## src/rtl/uart_tx_mmio_buffer_pkg.sv

```systemverilog
// Shared MMIO map and store-decode helpers for the UART TX buffer and the IO memory map.
package uart_tx_mmio_buffer_pkg;

    localparam int unsigned ADDR_W        = 32;
    localparam int unsigned DATA_W        = 8;
    localparam int unsigned TX_FIFO_DEPTH = 8;

    localparam logic [ADDR_W-1:0] ADDR_UART_CTRL   = 32'h8000_0000;
    localparam logic [ADDR_W-1:0] ADDR_UART_DATA   = 32'h8000_0004;
    localparam logic [ADDR_W-1:0] ADDR_TX_DATA     = 32'h8000_0008;
    localparam logic [ADDR_W-1:0] ADDR_TX_CLR      = 32'h8000_000C;
    localparam logic [ADDR_W-1:0] ADDR_CNT_RESET   = 32'h8000_0010;
    localparam logic [ADDR_W-1:0] ADDR_CNT_READ_LO = 32'h8000_0014;
    localparam logic [ADDR_W-1:0] ADDR_CNT_READ_HI = 32'h8000_0018;

    typedef enum logic [1:0] {
        MMIO_NONE     = 2'd0,
        MMIO_TX_PUSH  = 2'd1,
        MMIO_TX_FLUSH = 2'd2
    } mmio_cmd_e;

    typedef struct packed {
        logic [ADDR_W-1:0] addr;
        logic              we;
        logic [DATA_W-1:0] wdata;
    } mmio_store_t;

    // A store can hit at most one address, so push and flush are mutually exclusive.
    function automatic mmio_cmd_e mmio_decode(input logic [ADDR_W-1:0] addr, input logic we);
        mmio_cmd_e cmd;
        cmd = MMIO_NONE;
        if (we && addr == ADDR_TX_DATA) cmd = MMIO_TX_PUSH;
        else if (we && addr == ADDR_TX_CLR) cmd = MMIO_TX_FLUSH;
        return cmd;
    endfunction

endpackage

```

## src/rtl/uart_tx_mmio_buffer_if.sv

```systemverilog
// CPU store port, transmitter handshake and software status of the UART TX buffer.
interface uart_tx_mmio_buffer_if
    import uart_tx_mmio_buffer_pkg::*;
#(
    parameter int unsigned DEPTH = TX_FIFO_DEPTH
);
    localparam int unsigned CNT_W = $clog2(DEPTH) + 1;

    logic [ADDR_W-1:0] mem_addr;
    logic              mem_we;
    logic [DATA_W-1:0] mem_wdata;
    logic [DATA_W-1:0] tx_data;
    logic              tx_valid;
    logic              tx_ready;
    logic              tx_not_full;
    logic              tx_empty;
    logic [CNT_W-1:0]  tx_count;
    logic              tx_overflow;

    modport master (
        output mem_addr, mem_we, mem_wdata, tx_ready,
        input  tx_data, tx_valid, tx_not_full, tx_empty, tx_count, tx_overflow
    );

    modport slave (
        input  mem_addr, mem_we, mem_wdata, tx_ready,
        output tx_data, tx_valid, tx_not_full, tx_empty, tx_count, tx_overflow
    );

endinterface

```

## src/rtl/uart_tx_mmio_buffer_fifo_sync.sv

```systemverilog
// Synchronous first-word-fall-through FIFO with flush; pointers carry one extra wrap bit.
module uart_tx_mmio_buffer_fifo_sync #(
    parameter  int unsigned DEPTH = 8,
    parameter  int unsigned WIDTH = 8,
    localparam int unsigned AW    = $clog2(DEPTH),
    localparam int unsigned PW    = AW + 1
) (
    input  logic             clk,
    input  logic             rst,
    input  logic             push,
    input  logic [WIDTH-1:0] wdata,
    input  logic             pop,
    input  logic             flush,
    output logic [WIDTH-1:0] rdata,
    output logic             full,
    output logic             empty,
    output logic [PW-1:0]    count
);

    logic [WIDTH-1:0] mem [DEPTH];
    logic [PW-1:0]    wr_ptr;
    logic [PW-1:0]    rd_ptr;
    logic             do_push;
    logic             do_pop;

    // Full is the registered state, so a pop in the same cycle never makes room.
    assign do_push = push && !full;
    assign do_pop  = pop && !empty && !flush;

    always_ff @(posedge clk) begin
        if (rst) begin
            wr_ptr <= '0;
            rd_ptr <= '0;
        end else begin
            if (do_push) wr_ptr <= wr_ptr + PW'(1);
            if (flush)       rd_ptr <= wr_ptr;
            else if (do_pop) rd_ptr <= rd_ptr + PW'(1);
        end
    end

    always_ff @(posedge clk) begin
        if (do_push) mem[wr_ptr[AW-1:0]] <= wdata;
    end

    assign full  = (wr_ptr[AW] != rd_ptr[AW]) && (wr_ptr[AW-1:0] == rd_ptr[AW-1:0]);
    assign empty = (wr_ptr == rd_ptr);
    assign count = wr_ptr - rd_ptr;
    assign rdata = mem[rd_ptr[AW-1:0]];

endmodule

```

## src/rtl/uart_tx_mmio_buffer.sv

```systemverilog
// Buffers CPU MMIO byte stores into a FIFO that drains into the UART transmitter.
module uart_tx_mmio_buffer
    import uart_tx_mmio_buffer_pkg::*;
#(
    parameter int unsigned DEPTH = TX_FIFO_DEPTH
) (
    input  logic                  clk,
    input  logic                  rst,
    uart_tx_mmio_buffer_if.slave  bus
);

    localparam int unsigned CNT_W = $clog2(DEPTH) + 1;

    mmio_store_t       store;
    mmio_cmd_e         cmd;
    logic              push;
    logic              flush;
    logic              pop;
    logic              fifo_full;
    logic              fifo_empty;
    logic [CNT_W-1:0]  fifo_count;
    logic [DATA_W-1:0] fifo_rdata;
    logic              overflow_q;

    assign store = '{addr: bus.mem_addr, we: bus.mem_we, wdata: bus.mem_wdata};
    assign cmd   = mmio_decode(store.addr, store.we);
    assign push  = (cmd == MMIO_TX_PUSH);
    assign flush = (cmd == MMIO_TX_FLUSH);
    assign pop   = !fifo_empty && bus.tx_ready;

    uart_tx_mmio_buffer_fifo_sync #(
        .DEPTH (DEPTH),
        .WIDTH (DATA_W)
    ) u_fifo (
        .clk   (clk),
        .rst   (rst),
        .push  (push),
        .wdata (store.wdata),
        .pop   (pop),
        .flush (flush),
        .rdata (fifo_rdata),
        .full  (fifo_full),
        .empty (fifo_empty),
        .count (fifo_count)
    );

    // Sticky drop flag; only a flush store or reset clears it.
    always_ff @(posedge clk) begin
        if (rst)                    overflow_q <= 1'b0;
        else if (flush)             overflow_q <= 1'b0;
        else if (push && fifo_full) overflow_q <= 1'b1;
    end

    assign bus.tx_data     = fifo_rdata;
    assign bus.tx_valid    = !fifo_empty;
    assign bus.tx_not_full = !fifo_full;
    assign bus.tx_empty    = fifo_empty;
    assign bus.tx_count    = fifo_count;
    assign bus.tx_overflow = overflow_q;

endmodule

```

## src/flat_wrapper.sv

```systemverilog
// flat-port wrapper written by rule: the top's interface ports become plain ports
module uart_tx_mmio_buffer_flat import uart_tx_mmio_buffer_pkg::*;
#(
    parameter int unsigned DEPTH = TX_FIFO_DEPTH
)
  (clk, rst, bus_mem_addr, bus_mem_we, bus_mem_wdata, bus_tx_ready, bus_tx_data, bus_tx_valid, bus_tx_not_full, bus_tx_empty, bus_tx_count, bus_tx_overflow);
  uart_tx_mmio_buffer_if #(.DEPTH(DEPTH)) bus_i ();
  input  logic clk;
  input  logic rst;
  input wire logic [$bits(bus_i.mem_addr)-1:0] bus_mem_addr;
  input wire logic [$bits(bus_i.mem_we)-1:0] bus_mem_we;
  input wire logic [$bits(bus_i.mem_wdata)-1:0] bus_mem_wdata;
  input wire logic [$bits(bus_i.tx_ready)-1:0] bus_tx_ready;
  output wire logic [$bits(bus_i.tx_data)-1:0] bus_tx_data;
  output wire logic [$bits(bus_i.tx_valid)-1:0] bus_tx_valid;
  output wire logic [$bits(bus_i.tx_not_full)-1:0] bus_tx_not_full;
  output wire logic [$bits(bus_i.tx_empty)-1:0] bus_tx_empty;
  output wire logic [$bits(bus_i.tx_count)-1:0] bus_tx_count;
  output wire logic [$bits(bus_i.tx_overflow)-1:0] bus_tx_overflow;
  assign bus_i.mem_addr = bus_mem_addr;
  assign bus_i.mem_we = bus_mem_we;
  assign bus_i.mem_wdata = bus_mem_wdata;
  assign bus_i.tx_ready = bus_tx_ready;
  assign bus_tx_data = bus_i.tx_data;
  assign bus_tx_valid = bus_i.tx_valid;
  assign bus_tx_not_full = bus_i.tx_not_full;
  assign bus_tx_empty = bus_i.tx_empty;
  assign bus_tx_count = bus_i.tx_count;
  assign bus_tx_overflow = bus_i.tx_overflow;
  uart_tx_mmio_buffer #(.DEPTH(DEPTH)) u_core (.clk(clk), .rst(rst), .bus(bus_i));
endmodule
```

## config.mk

```make
export PLATFORM = sky130hd
export DESIGN_NAME = uart_tx_mmio_buffer_flat
export DESIGN_NICKNAME = d
export VERILOG_FILES = /design/src/rtl/uart_tx_mmio_buffer_pkg.sv /design/src/rtl/uart_tx_mmio_buffer_if.sv /design/src/rtl/uart_tx_mmio_buffer_fifo_sync.sv /design/src/rtl/uart_tx_mmio_buffer.sv /design/src/flat_wrapper.sv
export SDC_FILE = /design/constraint.sdc
export NUM_CORES = 1
export LEC_CHECK = 0
export CORE_ASPECT_RATIO = 1.25
export CORE_MARGIN = 2
export CORE_UTILIZATION = 34
export DETAILED_ROUTE_END_ITERATION = 16
export REMOVE_ABC_BUFFERS = 1
export SKIP_LAST_GASP = 1
export SYNTH_ARGS = -nofsm -noshare
export SYNTH_HDL_FRONTEND = slang
export SYNTH_HIERARCHICAL = 1
export SYNTH_SLANG_ARGS = --single-unit
export TNS_END_PERCENT = 30
```

## constraint.sdc

```tcl
create_clock -name clk -period 5 [get_ports clk]
set_input_delay 0.5 -clock clk [delete_from_list [all_inputs] [get_ports clk]]
set_output_delay 0.5 -clock clk [all_outputs]
set_load 0.02 [all_outputs]
```

; ---- After elaboration in Yosys (flattened, before gate mapping)
; Memory sizes are Yosys's and may differ from the RTL's. A register that Yosys moved wholly into a read port is not among the register bits.
; Index checks and enable logic that the tools add are counted.
[totals]
ff_bits = 9
inputBits = 44
output_inout_bits = 16
word_cells = 35
latch_bits = 0
mem_count = 1
ramBits = 64
mem_bits_ro = 0
[op_classes]
magnitude_cmp = 0
n_eq_ne = 7
n_mul = 0
shifts = 0
add_sub_neg = 3
n_mux = 8
div_mod_pow = 0
reduce_logical = 13
bitwise_logic = 0
[memory_table]
columns = name, words, width, rd, rd_clocked_by_memory_dff, write_ports, line
row1 = u_core.u_fifo.mem, 8, 8, 1, 1, 1, uart_tx_mmio_buffer_fifo_sync.sv:20  ; logic [WIDTH-1:0] mem [DEPTH];
[op_table]
columns = cell, count
row1 = $eq A32 B32 Y1 const B, 2
row2 = $add A4 B1 Y4 const B, 2
row3 = $logic_and A1 B1 Y1, 8
row4 = $mux W4, 2
row5 = $mux W3, 2
row6 = $eq A4 B4 Y1, 1
row7 = $mux W2, 2
row8 = $sub A4 B4 Y4, 1
row9 = $eq A3 B3 Y1, 1
row10 = $logic_not A1 Y1, 3
row11 = $eq A2 B1 Y1 const B, 1
row12 = $eq A2 B2 Y1 const B, 1
row13 = $mux W1, 2
row14 = $reduce_bool A2 Y1, 1
row15 = $reduce_or A2 Y1, 1
row16 = $ne A1 B1 Y1, 1

; ---- Logic depth before layout (Yosys ltp)
[logic_depth]
word_depth = 11
depth_mapped = 10
ltp_nobuf = 10

; ---- Hierarchy
; Netlist, hierarchy kept.
[modules_own_cells]
columns = module, cells_per_inst, area_each_um2, n_inst
row1 = uart_tx_mmio_buffer_fifo_sync, 173, 3148.0, 1
row2 = uart_tx_mmio_buffer, 24, 172.7, 1

; ---- Worst setup path before layout
; OpenSTA, ideal clock, no wires.
[synth_path]
path_kind = in2reg
startpoint = in bus_mem_addr[16]
endpoint = mem u_core.u_fifo.mem[2][0], enable pin
arrival_ns = 2.506
setup_ns = 0.383
setup_slack_ns = 2.111
n_path_buf = 0
cell_stages = 7
cell_sequence = nor4_1 nand3b_1 nand4b_1 nor3_1 o21ai_2 or2_2 nor3_1
[synth_between]
elab_chain_len = 8
[synth_rtl]
columns = element, line
row1 = start: declaration, flat_wrapper.sv:10  ; input wire logic [$bits(bus_i.mem_addr)-1:0] bus_mem_addr;
row2 = $eq A32 B32 Y1, uart_tx_mmio_buffer_pkg.sv:33  ; else if (we && addr == ADDR_TX_CLR) cmd = MMIO_TX_FLUSH;
row3 = $logic_and A1 B1 Y1, uart_tx_mmio_buffer_pkg.sv:33
row4 = $mux W2, uart_tx_mmio_buffer_pkg.sv:33
row5 = $mux W2 (*), uart_tx_mmio_buffer_pkg.sv:32  ; if (we && addr == ADDR_TX_DATA) cmd = MMIO_TX_PUSH;
row6 = $eq A2 B1 Y1 (*), uart_tx_mmio_buffer.sv:27  ; assign push = (cmd == MMIO_TX_PUSH);
row7 = via u_core.push, uart_tx_mmio_buffer.sv:16  ; logic push;
row8 = $logic_and A1 B1 Y1 (*), uart_tx_mmio_buffer_fifo_sync.sv:27  ; assign do_push = push && !full;
row9 = $mux W1 (*), uart_tx_mmio_buffer_fifo_sync.sv:42  ; if (do_push) mem[wr_ptr[AW-1:0]] <= wdata;
row10 = $mux W1 (not written as such) (*), uart_tx_mmio_buffer_fifo_sync.sv:42
row11 = end: declaration, uart_tx_mmio_buffer_fifo_sync.sv:20
; Mark *: on every way through the listed nets, which the timed path passes. The rest lies on a longest branch.

==> results by group <==
Final layout
  – Most common cell after layout, fill and taps aside: edfxtp_1
  – Final non-filler cell area: 0.00439 mm2
  – Commonest cells after routing, fill and taps aside: edfxtp_1 (64), clkdlybuf4s50_1 (59), mux4_1 (15)
  – Final Instance Count excl. Fillers: 397
  – N_diodes: 0
  – Signed area change from the synthesized netlist to the final layout: 32.1%
  – Fill cells: 818
  – Nets@finish: 316
  – Sequential Area: 0.00216 mm2
  – Fraction of final layout cells sized beyond drive strength 1: 0.133
  – Area occupied by multi-input gates: 0.00105 mm2

STA
  – Final Critical Period: 3260 ps
  – Upper clock frequency limit: 307 MHz
  – Final setup skew: 6.34 ps
  – Transition at the pin with the smallest max-transition slack: 934 ps
  – Sum of negative setup slack: 0 ps
  – Worst setup slack after layout: 1740 ps
  – Final cycle utilization of the critical path: 0.652
  – Total setup violations reported at the end of the flow: 0
  – Worst slew slack as a fraction of its limit: 0.377
  – Pins over their slew limit: 0
  – Final hold violation count: 0
  – Setup repair after global routing missed its margin: no

Routing
  – DR pass1 iterations: 4
  – Total length of routed wires: 6.54 mm
  – Drt initial violations: 79
  – Vias per std cell: 4.97
  – Via total after detailed routing: 1,974
  – Routed Antenna Nets: 0
  – Drt wl/cell: 16.5 um
  – # DRC: 0

Die
  – Chip Height: 114 um
  – Die area: 0.0106 mm2
  – Placement Rows: 40
  – Initial Utilization: 0.347
  – Total core area: 0.00956 mm2
  – Die boundary width: 92.4 um
  – Total I/O pin count: 60

Clock tree
  – CTS sink cnt: 76
  – Clock transition at the registers of the reported paths: 60 ps
  – Clock Path Buffers: 2
  – Total CTS buffers: 9
  – Postcts setup bufs: 0
  – CTS Root Buffer Type: clkbuf_16
  – Clock insertion delay at the later pin of the skew report: 330 ps
  – CTS H-tree depth: 3
  – Number of buffers inserted for hold repair after clock tree synthesis: 0
  – TritonCTS clock tree: done
  – Cells resized by post-CTS repair: 0

Pwr
  – Power share of the combinational group: 0.031
  – Static power due to leakage: 1.49 nW
  – Switch Pwr: 249 uW
  – Part of the total power dissipated in the clock network: 0.484
  – Worst IR drop on VDD: 0.150 mV
  – Share of power burned in registers: 0.484
  – Pwr dens: 323 mW/mm2
  – Overall power consumption: 1.42 mW
  – Net switching fraction of the power: 0.176
  – Internal power: 1.17 mW

Place
  – Cell Area, Placed: 0.00406 mm2
  – Port buffer count: 59
  – Routability congestion estimate from global placement: 0.727
  – Worst setup timing slack at the placement stage: 1300 ps
  – # placed instances: 380
  – Post-DP HPWL: 4.58 mm

Critical path
  – Crit Path Class: flop to primary output
  – Data required time at the worst endpoint: 4500 ps
  – Critical-path maximum fanout: 16
  – Critical path launch point type: flop
  – Worst endpoint data arrival time: 2760 ps
  – CP endpoint kind: primary output

GRT
  – Antenna violations before repair: 0
  – GR Layer Usage met2: 0.230
  – Combined global-route utilization of all metal layers: 0.130
  – GR met1 Demand/Resource: 0.149
  – Met3 layer usage reported by global route: 0.0323
  – Wire length of the first global-routing pass: 10.2 mm
  – GRT overflow: 0
  – Most congested layer reported by global routing: met2
  – Vias in the first global route: 1,978
  – Maximum number of pins on one net before global-route repair: 17

Hold path
  – Type of the most critical hold path: flop to flop

Synthesis
  – Number of warnings reported in the yosys synthesis log: 6
  – Main synth FF type: edfxtp_1
  – Post-synth top area cell: edfxtp_1
  – Fraction of post-synthesis cell area in the top cell type by area: 0.579
  – Mapped Avg Cell Area: 16.9 um2
  – Synth Register Bits: 76
  – Summed instance area of the synthesized netlist: 0.00332 mm2
  – Syn Inst Count: 197
  – Count of distinct cell types in the synthesized netlist: 42
  – Async S/R FF share, synth: 0
  – EDFF count, synth: 64
  – Register area share after synthesis: 0.651
  – Main area contributors after synthesis: edfxtp_1 (58%), mux4_1 (12%), dfxtp_1 (7.2%), mux2_2 (2.7%), ha_1 (1.9%)

Flow run
  – Max_cap viols: 0

Outcome
  – Run status: finished clean
==> critical path: stages, from the launching register on <==
cell and delay, ps:
dfxtp_1 930, mux4_1 680, mux2_2 290, clkdlybuf4s50_1 530
==> sequential cells by signal (all words and copies together), names as in the netlist, named ones only <==
| signal | cells |
|---|---|
| u_core/u_fifo/mem | 64 |
| u_core/u_fifo/wr_ptr | 4 |
| u_core/bus.tx_overflow | 1 |
| u_core/u_fifo/rd_ptr | 4 |
==> logic make-up after synthesis <==
family                     share of synthesized area
buffers and inverters                         0.0313
muxes                                          0.156
and+or+nand+nor                               0.0659
DFF                                            0.651
adders and majority gates                     0.0249
xor gates and xnor gates                      0.0286
AOI/OAI and AO/OA                             0.0426
==> cells in the mapped netlist (2+ instances only) <==
cell type / number
edfxtp_1: 64
o211ai_1: 2
nand4_1: 3
mux2_2: 8
xnor2_1: 6
xor2_1: 3
ha_1: 5
nor4b_1: 2
a21oi_1: 5
nor2_1: 11
nor4_1: 5
a211oi_1: 3
dfxtp_1: 12
buf_1: 2
a21o_1: 2
nand3_1: 2
clkbuf_1: 2
a221oi_1: 2
nor3_1: 5
nand2_1: 4
mux4_1: 15
inv_1: 14
==> power by group through the flow <==
| stage | combinational [mW] | sequential [mW] | clock, mW |
|---|---|---|---|
| floorplan | 0.00269 | 0.699 | 0 |
| global placement | 0.0439 | 0.699 | 0 |
| detailed placement | 0.0448 | 0.699 | 0 |
| CTS | 0.0449 | 0.686 | 0.699 |
| global route | 0.0479 | 0.685 | 0.723 |
| finish | 0.0443 | 0.686 | 0.686 |
==> through the flow <==
stage / hold WS [ps] / utilization
CTS: 584 / 0.458
global placement: 572 / 0.423
finish: 584 / 0.459
floorplan: 525 / -
global route: 612 / 0.459
detailed placement: 570 / 0.424
==> layer usage <==
layer	share of wire	routed length [um]
met1	0.42	2750
met2	0.51	3340
met3	0.054	354
met4	0.014	94
met5	0	0
==> path summary, 6_finish.rpt <==
| path | start | to | slack (ps) | cells past startpoint |
|---|---|---|---|---|
| min | u_core/bus.tx_overflow | u_core/bus.tx_overflow | 580 | 3 |
| min reg2reg | u_core/bus.tx_overflow | u_core/bus.tx_overflow | 580 | 3 |
| max | flop | bus_tx_data[7] | 1740 | 3 |
| max reg2reg | u_core/u_fifo/wr_ptr[0] | u_core/u_fifo/mem[6][2] | 2310 | 6 |
==> layout make-up <==
class / count / area share
multi-input cells: 100 / 0.240
clock buffers: 10 / 0.0545
well taps: 126 / 0.0359
repair buffers: 65 / 0.144
flip-flops and latches: 76 / 0.493
inverters: 14 / 0.0120
clock inverters: 6 / 0.0200
Note: power is estimated with default switching activity, not from simulation.
